--- config.mk ---
export PLATFORM = sky130hd
export DESIGN_NAME = card_motion_ctrl
export DESIGN_NICKNAME = d
export VERILOG_FILES = /design/src/rtl/card_motion_ctrl.sv
export SDC_FILE = /design/constraint.sdc
export NUM_CORES = 1
export LEC_CHECK = 0
export BUFFER_PORTS_ARGS = -buffer_cell sky130_fd_sc_hd__buf_2
export CORE_MARGIN = 1.5
export CORE_UTILIZATION = 50
export CTS_CLUSTER_SIZE = 8
export DETAILED_ROUTE_END_ITERATION = 10
export MAX_ROUTING_LAYER = met4
export PLACE_DENSITY = 0.72
export SLEW_MARGIN = 40
export SYNTH_ARGS = -nofsm -noshare
export SYNTH_HDL_FRONTEND = slang
export SYNTH_SLANG_ARGS = --single-unit
--- constraint.sdc ---
create_clock -name clk -period 5.9 [get_ports clk]
set_input_delay 0 -clock clk [delete_from_list [all_inputs] [get_ports clk]]
set_output_delay 0 -clock clk [all_outputs]
set_load 0.01 [all_outputs]
--- src/rtl/card_motion_ctrl.sv ---
// Card sprite animator: loads the start position into the sprite core, unblanks it,
// then steps the position toward the target once per video frame until it arrives.
module card_motion_ctrl #(
  parameter int unsigned STEP     = 4,
  parameter logic [13:0] REG_BASE = 14'h2000
) (
  input  logic        clk,
  input  logic        reset_n,
  input  logic        frame_tick,
  input  logic        start,
  input  logic        hide,
  input  logic [10:0] src_x,
  input  logic [10:0] src_y,
  input  logic [10:0] dst_x,
  input  logic [10:0] dst_y,
  output logic        busy,
  output logic        done,
  output logic        cs,
  output logic        write,
  output logic [13:0] addr,
  output logic [31:0] wr_data
);

  localparam int unsigned COORD_W = 11;
  localparam int unsigned ADDR_W  = 14;
  localparam int unsigned DATA_W  = 32;

  localparam logic [COORD_W-1:0] STEP_W      = COORD_W'(STEP);
  localparam logic [ADDR_W-1:0]  ADDR_BYPASS = ADDR_W'(REG_BASE + ADDR_W'(0));
  localparam logic [ADDR_W-1:0]  ADDR_X0     = ADDR_W'(REG_BASE + ADDR_W'(1));
  localparam logic [ADDR_W-1:0]  ADDR_Y0     = ADDR_W'(REG_BASE + ADDR_W'(2));

  typedef enum logic [3:0] {
    S_IDLE, S_LOAD_X, S_LOAD_Y, S_SHOW, S_WAIT, S_STEP, S_WR_X, S_WR_Y, S_FINISH
  } state_t;

  state_t r_state;
  state_t w_state_nxt;

  logic [COORD_W-1:0] r_cur_x, r_cur_y, r_dst_x, r_dst_y;
  logic [COORD_W-1:0] w_cur_x_nxt, w_cur_y_nxt, w_dst_x_nxt, w_dst_y_nxt;
  logic               w_at_dst;

  logic               w_wr_nxt;
  logic [ADDR_W-1:0]  w_addr_nxt;
  logic [DATA_W-1:0]  w_data_nxt;
  logic               w_busy_nxt;
  logic               w_done_nxt;

  // Move one coordinate toward its target by at most STEP, never past it.
  function automatic logic [COORD_W-1:0] step_toward(input logic [COORD_W-1:0] cur,
                                                     input logic [COORD_W-1:0] dst);
    logic [COORD_W-1:0] diff;
    if (cur < dst) begin
      diff = dst - cur;
      return cur + ((diff < STEP_W) ? diff : STEP_W);
    end else if (cur > dst) begin
      diff = cur - dst;
      return cur - ((diff < STEP_W) ? diff : STEP_W);
    end
    return cur;
  endfunction

  assign w_at_dst = (r_cur_x == r_dst_x) && (r_cur_y == r_dst_y);

  // State register
  always_ff @(posedge clk or negedge reset_n) begin
    if (!reset_n) r_state <= S_IDLE;
    else          r_state <= w_state_nxt;
  end

  // Next-state logic
  always_comb begin
    w_state_nxt = r_state;
    case (r_state)
      S_IDLE:   if (start) w_state_nxt = S_LOAD_X;
      S_LOAD_X: w_state_nxt = S_LOAD_Y;
      S_LOAD_Y: w_state_nxt = S_SHOW;
      S_SHOW:   w_state_nxt = w_at_dst ? S_FINISH : S_WAIT;
      S_WAIT:   if (frame_tick) w_state_nxt = S_STEP;
      S_STEP:   w_state_nxt = S_WR_X;
      S_WR_X:   w_state_nxt = S_WR_Y;
      S_WR_Y:   w_state_nxt = w_at_dst ? S_FINISH : S_WAIT;
      S_FINISH: w_state_nxt = S_IDLE;
      default:  w_state_nxt = S_IDLE;
    endcase
  end

  // Position datapath: latch on accepted start, advance once per accepted frame
  always_comb begin
    w_cur_x_nxt = r_cur_x;
    w_cur_y_nxt = r_cur_y;
    w_dst_x_nxt = r_dst_x;
    w_dst_y_nxt = r_dst_y;
    if (r_state == S_IDLE && start) begin
      w_cur_x_nxt = src_x;
      w_cur_y_nxt = src_y;
      w_dst_x_nxt = dst_x;
      w_dst_y_nxt = dst_y;
    end else if (r_state == S_STEP) begin
      w_cur_x_nxt = step_toward(r_cur_x, r_dst_x);
      w_cur_y_nxt = step_toward(r_cur_y, r_dst_y);
    end
  end

  always_ff @(posedge clk or negedge reset_n) begin
    if (!reset_n) begin
      r_cur_x <= '0;
      r_cur_y <= '0;
      r_dst_x <= '0;
      r_dst_y <= '0;
    end else begin
      r_cur_x <= w_cur_x_nxt;
      r_cur_y <= w_cur_y_nxt;
      r_dst_x <= w_dst_x_nxt;
      r_dst_y <= w_dst_y_nxt;
    end
  end

  // Output logic: next-cycle bus values, decoded from the state being entered
  always_comb begin
    w_wr_nxt   = 1'b0;
    w_addr_nxt = '0;
    w_data_nxt = '0;
    w_busy_nxt = (w_state_nxt != S_IDLE);
    w_done_nxt = (w_state_nxt == S_FINISH);
    case (w_state_nxt)
      S_IDLE: begin
        if (r_state == S_IDLE && hide && !start) begin
          w_wr_nxt   = 1'b1;
          w_addr_nxt = ADDR_BYPASS;
          w_data_nxt = DATA_W'(1);
        end
      end
      S_LOAD_X, S_WR_X: begin
        w_wr_nxt   = 1'b1;
        w_addr_nxt = ADDR_X0;
        w_data_nxt = DATA_W'(w_cur_x_nxt);
      end
      S_LOAD_Y, S_WR_Y: begin
        w_wr_nxt   = 1'b1;
        w_addr_nxt = ADDR_Y0;
        w_data_nxt = DATA_W'(w_cur_y_nxt);
      end
      S_SHOW: begin
        w_wr_nxt   = 1'b1;
        w_addr_nxt = ADDR_BYPASS;
        w_data_nxt = '0;
      end
      default: ;
    endcase
  end

  always_ff @(posedge clk or negedge reset_n) begin
    if (!reset_n) begin
      busy    <= 1'b0;
      done    <= 1'b0;
      cs      <= 1'b0;
      write   <= 1'b0;
      addr    <= '0;
      wr_data <= '0;
    end else begin
      busy    <= w_busy_nxt;
      done    <= w_done_nxt;
      cs      <= w_wr_nxt;
      write   <= w_wr_nxt;
      addr    <= w_addr_nxt;
      wr_data <= w_data_nxt;
    end
  end

endmodule
==> results.sh <==
export IMPL_num_rows=40
export IMPL_clock_path_buffers=2
export IMPL_num_vias=5695
export IMPL_cp_required_ps=6170
export IMPL_fp_dieW_um=114
export IMPL_grt_max_degree=66
export IMPL_avgSynthCellArea_um2=8.01
export IMPL_worst_setup_path_start_kind="flop"
export IMPL_io_pins=99
export IMPL_overflow=0
export IMPL_clk_pin_slew_ps=60
export IMPL_fin_area_um2=7160
export IMPL_root_buffer="clkbuf_16"
export IMPL_core_area_um2=12000
export IMPL_crit_type="reg2reg"
export IMPL_synth_main_ff_cell="dfrtp_1"
export IMPL_place_area_um2=6420
export IMPL_start_util_pct=51.2
export IMPL_syn_inst=764
export IMPL_fmax_mhz=181
export IMPL_routedWlPerCell_um=16.3
export IMPL_cp_end_kind="flop"
export IMPL_cts_max_level=3
export IMPL_yosysTopAreaCell="dfrtp_1"
export IMPL_drtIter0Drc=418
export IMPL_ys_types=70
export IMPL_grt_pass1_wl_mm=26.2
export IMPL_grt_pass1_vias=5420
export IMPL_antenna_found_initial=0
export IMPL_grt_use_total_pct=26.5
export IMPL_n_antenna_cell=0
export IMPL_worstPathMaxFanout=5
export IMPL_drive_gt1_share_pct=13.6
export IMPL_cts_tree="yes"
export IMPL_max_stage_delay_ps=450
export IMPL_cap_violations=0
export IMPL_status="finished clean"
export IMPL_io_buffers=66
export IMPL_async_flop_share_pct=100
export IMPL_clk_latency_ps=340
export IMPL_synthTopCellsByCount="80 x nand2_1, 70 x inv_1, 65 x dfrtp_1, 64 x ha_1, 58 x a21oi_1"
export IMPL_die_y_um=114
export IMPL_crit_family="compound AO/OA/AOI/OAI gates"
export IMPL_finalMaxSlewViolations=0
export IMPL_path_buf_inv=2
export IMPL_relSlewSlack_pct=49.5
export IMPL_synth_top_area_share_pct=26.6
export IMPL_syn_area_um2=6120
export IMPL_die_area_um2=12900
export IMPL_drtPass1Iterations=5
export IMPL_fin_nets=973
export IMPL_gp_congestion=0.951
export IMPL_numClockSinks=65
export IMPL_worst_slew_pin_transition_ps=757
export IMPL_avgViaCountPerCell=5.67
export IMPL_post_route_period_util_pct=93.5
export IMPL_cts_made_buffers=9
export IMPL_ys_seq_area_share_pct=26.6
export IMPL_min_period_ps=5520
export IMPL_setup_viol=0
export IMPL_finalHoldViolCount=0
export IMPL_synth_area_leaders="dfrtp_1 27%, ha_1 13%, nand2_1 4.9%, a21oi_1 4.7%, buf_4 4.4%"
export IMPL_wl_mm=16.4
export IMPL_critPathArrivalTime_ps=5790
export IMPL_crit_path_top_delay_cell="fa_1"
export IMPL_reg2reg_setup_slack_ps=380
export IMPL_hpwl_mm=12.1
export IMPL_yosysWarnings=0
export IMPL_hold_path_class="in2reg"
export IMPL_synth_edf_count=0
export IMPL_area_growth_pct=17.0
export IMPL_ys_ff_latch=65
export IMPL_drtAntennaViolNets=0
export IMPL_clock_skew_ps=8.86
export IMPL_yosysMostFrequentCell="nand2_1"
export IMPL_drc=0
## final cells by class
cell class	instances	area [µm²]
fillers	1092	4800
multi-input cells	591	3980
flip-flops and latches	65	1630
repair buffers	116	812
inverters	71	267
clock buffers	9	225
well taps	147	184
clock inverters	6	68.8
## tightest hold or removal path: cells and delay by family
kind | cells | cell delay (ps)
simple gates | 1 | 60
buf+inv | 1 | 100
compound gates | 1 | 150
## cell usage in the layout (no fill, tap or decap), types with 9 or more instances in the layout
cell,count
inv_1,70
o21ai_0,53
nand3_1,14
a211oi_1,11
nand2_1,80
conb_1,32
buf_2,66
nand2b_1,17
mux2i_1,10
nor2_1,48
dlygate4sd3_1,41
xor2_1,13
a31oi_1,9
o21ai_1,12
a21oi_1,55
xnor2_1,24
nor3_1,19
clkbuf_16,9
ha_1,64
dfrtp_1,64
a21o_1,18
## logic make-up after synthesis
group                      Yosys count  share of synthesized area [%]
adders and majority gates           70                           15.0
other                                1                         0.0613
muxes                               12                           2.00
xor gates and xnor gates            37                           5.29
DFF                                 65                           26.6
and+or+nand+nor                    225                           17.8
buffers and inverters              139                           11.0
AOI/OAI and AO/OA                  215                           22.2
## stage by stage
| step | hold slack, ps | setup slack [ps] | TNS, ps | instances | util (%) |
|---|---|---|---|---|---|
| floorplan | -296 | 664 | 0 | 795 | - |
| global placement | 203 | 499 | 0 | 948 | 53.6 |
| detailed placement | 145 | 373 | 0 | 948 | 53.7 |
| CTS | 11.7 | 240 | 0 | 1004 | 59.6 |
| global route | 13.9 | -123 | -217 | 1005 | 59.9 |
| finish | 18.0 | 382 | 0 | 1005 | 59.9 |
## flip-flops by register name (all words and copies together) (netlist names)
register	cells
write	1
addr	3
r_dst_y	11
done	1
r_state	4
r_cur_x	11
r_cur_y	11
r_dst_x	11
wr_data	11
busy	1
## worst paths after layout
check | start | to | cells past startpoint
worst max-delay path | r_cur_x[0]$_DFF_PN0_ | wr_data[10]$_DFF_PN0_ | 27
worst min-delay path | src_x[10] | r_cur_x[10]$_DFF_PN0_ | 3
worst max register to register | r_cur_x[0]$_DFF_PN0_ | wr_data[10]$_DFF_PN0_ | 27
worst min register to register | r_dst_y[10]$_DFFE_PN0P_ | r_dst_y[10]$_DFFE_PN0P_ | 2
max in group asynchronous | reset_n | r_cur_x[1]$_DFF_PN0_ | 3
min in group asynchronous | reset_n | r_dst_y[6]$_DFFE_PN0P_ | 3
## routing by layer
layer	share of wire, %	global-route usage [%]	up-vias
met5	0	-	-
met4	3.3	11.8	0
met3	4.7	3.51	46
met2	48	43.1	195
met1	44	33.0	2695
li1	-	-	2759
## timing repair
item | in CTS | in global routing
gates resized for setup | 0 | 9
setup endpoints to repair | 0 | 7
hold buffers | 41 | 0
setup buffers | 0 | 1
hold endpoints to repair | 105 | 0
Power is not shown: default switching activity piles up to over one toggle a cycle in this logic, so the estimate is an artifact.
